**config.mk**
```make
export PLATFORM = sky130hd
export DESIGN_NAME = ram_dma_copy
export DESIGN_NICKNAME = d
export VERILOG_FILES = /design/src/rtl/ram_dma_copy_pkg.sv /design/src/rtl/dma_addr_ctr.sv /design/src/rtl/ram_dma_copy.sv
export SDC_FILE = /design/constraint.sdc
export NUM_CORES = 1
export LEC_CHECK = 0
export BUFFER_PORTS_ARGS = -buffer_cell sky130_fd_sc_hd__buf_4
export CELL_PAD_IN_SITES_DETAIL_PLACEMENT = 1
export CELL_PAD_IN_SITES_GLOBAL_PLACEMENT = 2
export CORE_MARGIN = 2
export CORE_UTILIZATION = 29
export DETAILED_ROUTE_END_ITERATION = 16
export GPL_TIMING_DRIVEN = 0
export PLACE_DENSITY_LB_ADDON = 0.1
export SETUP_SLACK_MARGIN = 0.15
export SYNTH_ARGS = -nofsm -noshare
export SYNTH_HDL_FRONTEND = slang
export SYNTH_SLANG_ARGS = --single-unit
```
**constraint.sdc**
```tcl
create_clock -name clk -period 2.6 [get_ports clk]
set_input_delay 0.26 -clock clk [delete_from_list [all_inputs] [get_ports clk]]
set_output_delay 0.26 -clock clk [all_outputs]
set_load 0.02 [all_outputs]
```
**src/rtl/ram_dma_copy_pkg.sv**
```systemverilog
// Shared widths, RAM size and FSM encoding for the RAM512 block-copy engine.
// FILL only exists in the encoding when RAM_DMA_FILL_EN is defined.
package ram_dma_copy_pkg;
  localparam int ADDR_W_D  = 9;
  localparam int DATA_W_D  = 16;
  localparam int LEN_W_D   = 10;
  localparam int RAM_WORDS = 512;

`ifdef RAM_DMA_FILL_EN
  typedef enum logic [2:0] {
    S_IDLE  = 3'd0,
    S_READ  = 3'd1,
    S_WRITE = 3'd2,
    S_FIN   = 3'd3,
    S_FILL  = 3'd4
  } state_t;
`else
  typedef enum logic [1:0] {
    S_IDLE  = 2'd0,
    S_READ  = 2'd1,
    S_WRITE = 2'd2,
    S_FIN   = 2'd3
  } state_t;
`endif
endpackage

```
**src/rtl/dma_addr_ctr.sv**
```systemverilog
// Loadable wrapping address counter; load has priority over increment.
module dma_addr_ctr #(
  parameter int W = 9
) (
  input  logic         i_clk,
  input  logic         i_rst,
  input  logic         i_load,
  input  logic [W-1:0] i_val,
  input  logic         i_en,
  output logic [W-1:0] o_cnt
);
  logic [W-1:0] r_cnt;

  always_ff @(posedge i_clk or posedge i_rst) begin
    if (i_rst)       r_cnt <= '0;
    else if (i_load) r_cnt <= i_val;
    else if (i_en)   r_cnt <= r_cnt + 1'b1;
  end

  assign o_cnt = r_cnt;
endmodule

```
**src/rtl/ram_dma_copy.sv**
```systemverilog
// RAM512 block copy engine: one read cycle then one write cycle per word.
// Optional RAM_DMA_FILL_EN adds a one-cycle-per-word pattern fill mode.
module ram_dma_copy
  import ram_dma_copy_pkg::*;
#(
  parameter int ADDR_W = ADDR_W_D,
  parameter int DATA_W = DATA_W_D,
  parameter int LEN_W  = LEN_W_D
) (
  input  logic              clk,
  input  logic              reset,
  input  logic              start,
  input  logic [ADDR_W-1:0] src,
  input  logic [ADDR_W-1:0] dst,
  input  logic [LEN_W-1:0]  len,
  input  logic              fill,
  input  logic [DATA_W-1:0] pattern,
  input  logic [DATA_W-1:0] ram_out,
  output logic [ADDR_W-1:0] ram_addr,
  output logic [DATA_W-1:0] ram_in,
  output logic              ram_load,
  output logic              busy,
  output logic              done
);
  localparam logic [LEN_W-1:0] MAX_LEN = LEN_W'(RAM_WORDS);

  state_t            r_state;
  state_t            w_next;
  logic [LEN_W-1:0]  r_rem;
  logic [DATA_W-1:0] r_buf;
  logic [ADDR_W-1:0] w_src_cur;
  logic [ADDR_W-1:0] w_dst_cur;
  logic [LEN_W-1:0]  w_len_eff;
  logic              w_accept;
  logic              w_src_en;
  logic              w_dst_en;

  assign w_accept  = (r_state == S_IDLE) && start;
  assign w_len_eff = (len > MAX_LEN) ? MAX_LEN : len;

`ifdef RAM_DMA_FILL_EN
  logic [DATA_W-1:0] r_pat;
  always_ff @(posedge clk or posedge reset) begin
    if (reset)         r_pat <= '0;
    else if (w_accept) r_pat <= pattern;
  end
`else
  logic w_unused;
  assign w_unused = ^{fill, pattern};
`endif

  dma_addr_ctr #(.W(ADDR_W)) u_src_ctr (
    .i_clk  (clk),
    .i_rst  (reset),
    .i_load (w_accept),
    .i_val  (src),
    .i_en   (w_src_en),
    .o_cnt  (w_src_cur)
  );

  dma_addr_ctr #(.W(ADDR_W)) u_dst_ctr (
    .i_clk  (clk),
    .i_rst  (reset),
    .i_load (w_accept),
    .i_val  (dst),
    .i_en   (w_dst_en),
    .o_cnt  (w_dst_cur)
  );

  always_ff @(posedge clk or posedge reset) begin
    if (reset) begin
      r_state <= S_IDLE;
      r_rem   <= '0;
      r_buf   <= '0;
    end else begin
      r_state <= w_next;
      if (w_accept)                r_rem <= w_len_eff;
      else if (w_dst_en)           r_rem <= r_rem - LEN_W'(1);
      if (r_state == S_READ)       r_buf <= ram_out;
    end
  end

  // Outputs are decoded from state so an async reset clears them immediately.
  always_comb begin
    w_next   = r_state;
    ram_addr = '0;
    ram_in   = '0;
    ram_load = 1'b0;
    busy     = 1'b0;
    done     = 1'b0;
    w_src_en = 1'b0;
    w_dst_en = 1'b0;
    case (r_state)
      S_IDLE: begin
        if (start) begin
          if (len == '0) w_next = S_FIN;
`ifdef RAM_DMA_FILL_EN
          else if (fill) w_next = S_FILL;
`endif
          else           w_next = S_READ;
        end
      end
      S_READ: begin
        busy     = 1'b1;
        ram_addr = w_src_cur;
        w_next   = S_WRITE;
      end
      S_WRITE: begin
        busy     = 1'b1;
        ram_addr = w_dst_cur;
        ram_in   = r_buf;
        ram_load = 1'b1;
        w_src_en = 1'b1;
        w_dst_en = 1'b1;
        w_next   = (r_rem == LEN_W'(1)) ? S_FIN : S_READ;
      end
`ifdef RAM_DMA_FILL_EN
      S_FILL: begin
        busy     = 1'b1;
        ram_addr = w_dst_cur;
        ram_in   = r_pat;
        ram_load = 1'b1;
        w_dst_en = 1'b1;
        w_next   = (r_rem == LEN_W'(1)) ? S_FIN : S_FILL;
      end
`endif
      S_FIN: begin
        done   = 1'b1;
        w_next = S_IDLE;
      end
      default: w_next = S_IDLE;
    endcase
  end
endmodule
```
==> parameters.txt <==
Parameter                              Value

Route
  Routed via count ... 2312
  Post-DRT Antenna Nets ... 0
  Routed wire per std cell ... 16.4 µm
  1st-pass router iterations ... 4
  Initial detailed-routing violation count ... 50
  Number of vias per cell ... 5.07
  Aggregate routed wire length ... 7.49 mm
  DRC violations left ... 0

Die
  Die outline height ... 98.3 µm
  Die area ... 9660 µm²
  Die Width ... 98.3 µm
  Starting Density ... 29.7%
  Number of placed I/O pins ... 92
  Num rows ... 34
  Core Area ... 8680 µm²

Clock tree
  Deepest level of the CTS H-tree ... 2
  Clock transition at the register clock pins on the worst setup and hold paths after CTS ... 90 ps
  Post-CTS Hold Buffers ... 0
  Number of buffers created by CTS ... 5
  Clock insertion delay at the later pin of the skew report ... 300 ps
  Post-CTS repair timing setup buffer count ... 0
  Bufs on Longest Clock Path ... 2
  CTS Sinks ... 46
  TritonCTS clock tree ... built
  CTS Root Buffer Type ... clkbuf_8

Power and ir drop
  Internal power ... 1030 µW
  Comb pwr share ... 6.7%
  Share of power burned in registers ... 55.1%
  Power density normalized to cell area ... 390 nW/µm²
  Share of power burned in the clock network ... 38.2%
  Worst ir drop on vdd ... 0.182 mV
  Leakage power ... 0.00146 µW
  Net switching power figure ... 301 µW
  Sw Share ... 22.7%

Layout
  Diodes inserted ... 0
  Fraction of final layout cells with drive strength greater than 1 ... 32.8%
  Layout overhead on the synthesized area ... 32.2%
  Total of fill cells in the finished design ... 1037
  Final #Nets ... 420
  Area taken by flip-flops and latches ... 1150 µm²
  Area of the multi-input gates ... 1330 µm²
  Final std cell area, no fill ... 3410 µm²

Worst setup path
  Critical path startpoint ... r_state[0]
  Delay of the slowest cell on the worst path ... 500 ps
  Crit path required time ... 2820 ps
  Capturing element of the worst setup path ... r_rem[9]
  Chain of cells forming the critical path ... inv_2, ha_1, buf_4, or4b_4, buf_6, or4_1, a31oi_1
  Number of cells on the worst reg-to-reg path ... 7
  Worst setup path class ... flop to flop
  Flop-to-flop setup slack ... 310 ps
  Slowest stage cell, crit path ... or4_1
  CP Capture Type ... flop
  Worst r2r dst ... r_rem[9]
  Data arrival time of the worst path ... 2500 ps
  Startpoint class of the critical path ... flop
  Maximum fanout along the worst path ... 10
  Reg2reg start ... r_state[0]

Yosys
  Synth Flop Type ... dfrtp_1
  Post-synth design cell area ... 2580 µm²
  Share of synthesized area occupied by flip-flops and latches ... 44.6%
  Number of register bits inferred by synthesis ... 46
  Synth cell types ... 34
  Number of warning messages in the yosys log ... 0
  Proportion of register bits with asynchronous set or reset after synthesis ... 100%
  Gate count of the mapped netlist ... 265
  Synthesized net count ... 338
  Post-synth EDFFs ... 0
  Average size of a mapped cell ... 9.73 µm²

STA
  Tightest Pin Transition ... 594 ps
  Relative slew margins ... 60.3%
  Final worst-path setup slack ... 315 ps
  Max-slew violation total from the final report ... 0
  Unrepaired setup endpoints after global routing ... false
  Max Fclk ... 438 MHz
  Crit path time final ... 2290 ps
  Final Cycle Share ... 87.9%
  Clk_skew ... 8.76 ps
  Final count of negative-setup-slack endpoints ... 0
  Number of hold-slack violations in the final timing report ... 0
  TNS Setup ... 0 ps

Placement
  RD Place Congestion ... 0.786
  Pre-CTS setup slack ... 177 ps
  PortBufs ... 74
  Placed Area ... 3290 µm²
  Sum of net half-perimeters after detailed placement ... 5.61 mm

Min path
  Hold/Removal Path Class ... primary input to async pin

Global routing
  GR Util All Layers ... 15.7%
  First-pass GRT wire length ... 12.1 mm
  Antenna violations before repair ... 0
  Via count of the first global-routing pass ... 2376
  Pin count of the biggest net entering global routing ... 26
  Total global routing overflow ... 0

Run
  Max Cap Viol ... 0

Outcome
  Result of the run ... completed
## cell usage in the layout, fill, tap and decap left out, types with 2 or more instances in the layout
cell type	instances
or3_1	7
clkbuf_8	7
clkbuf_1	6
a22oi_1	9
buf_2	2
nor4_1	2
buf_4	75
nor2b_1	9
mux2_2	17
a21oi_1	11
inv_2	2
mux2i_1	2
nand4_1	8
clkbuf_4	2
or2_2	2
a31oi_1	12
inv_1	6
o21ai_0	19
o31ai_1	6
ha_1	9
xnor2_1	5
clkbuf_2	3
xor2_1	7
dfrtp_1	46
or4_1	8
nand2_1	22
and2_1	17
nor2_1	10
nand3_1	5
## metrics by stage
stage / instances / power, µW / util, % / hold slack (ps)
3_3_place_gp: 447 / 833 / 37.7 / 461
6_report: 456 / 1330 / 39.3 / 20.8
5_1_grt: 456 / 1390 / 39.3 / 55.1
2_1_floorplan: 265 / 770 / - / 377
3_5_place_dp: 448 / 839 / 37.9 / 378
4_1_cts: 456 / 1360 / 39.2 / 38.4
## routing by layer
metal | wire (µm) | up-vias | global-route usage (%)
met5 | 0 | - | 0
met4 | 36 | 0 | 3.16
met3 | 433 | 2 | 4.44
met2 | 3380 | 52 | 24.5
met1 | 3640 | 1143 | 21.8
li1 | - | 1115 | -
## repair_timing
| item | in CTS | in global routing |
|---|---|---|
| setup endpoints to repair | 19 | 23 |
| hold endpoints to repair | 0 | 0 |
| resized for setup | 7 | 7 |
## power groups by stage
stage               sequential, µW  combinational [µW]  clock [µW]
floorplan                      745                24.5           0
global placement               746                86.1           0
detailed placement             747                92.4           0
CTS                            733                92.6         532
global route                   735                 100         554
finish                         733                89.5         507
## flip-flops by register name (all words and copies together) (netlist names)
| name | cells |
|---|---|
| r_state | 2 |
| u_dst_ctr.o_cnt | 9 |
| r_buf | 16 |
| r_rem | 10 |
| u_src_ctr.o_cnt | 9 |
## cell families after synthesis
group / count (synthesis) / synth area share (%)
xor gates and xnor gates: 12 / 4.08
and+or+nand+nor: 95 / 20.7
buffers and inverters: 24 / 3.93
muxes: 19 / 8.20
adders and majority gates: 9 / 4.37
DFF: 46 / 44.6
AOI/OAI and AO/OA: 60 / 14.1
## worst max-delay path, delay by kind of cell (launching register included)
kind            cells  cell delay, ps
flops               1             430
simple gates        2             990
fa+ha+maj           1             170
compound gates      1             180
buf+inv             3             430
## synthesized netlist by cell type, drive strengths merged, types with 6 or more instances
cell / instances / share of area, %
a21oi: 11 / 2.1
a22oi: 9 / 2.6
a31oi: 12 / 2.9
and2: 17 / 4.1
clkbuf: 13 / 1.9
dfrtp: 46 / 45
ha: 9 / 4.4
inv: 8 / 1.2
mux2: 17 / 7.4
nand2: 22 / 3.2
nand4: 8 / 1.9
nor2: 10 / 1.5
nor2b: 9 / 2.2
o21ai: 19 / 3.7
o31ai: 6 / 1.7
or3: 7 / 1.7
or4: 8 / 2.3
xor2: 7 / 2.4
## area by class of cell
type | instances | area share, %
plain buffers | 15 | 2.39
clock buffers | 7 | 2.83
clock inverters | 1 | 0.257
inverters | 9 | 0.991
multi-input cells | 195 | 38.9
flip-flops and latches | 46 | 33.8
well taps | 108 | 3.96
repair buffers | 75 | 16.9
## how the worst min path moves through the flow
stage                              end  cells after the start
CTS                           r_buf[4]                      2
global route                  r_buf[4]                      2
floorplan           u_dst_ctr.o_cnt[0]                      2
global placement    u_src_ctr.o_cnt[0]                      3
detailed placement            r_buf[4]                      2
finish                        r_buf[4]                      2
Power figures use the tool's default switching activity.
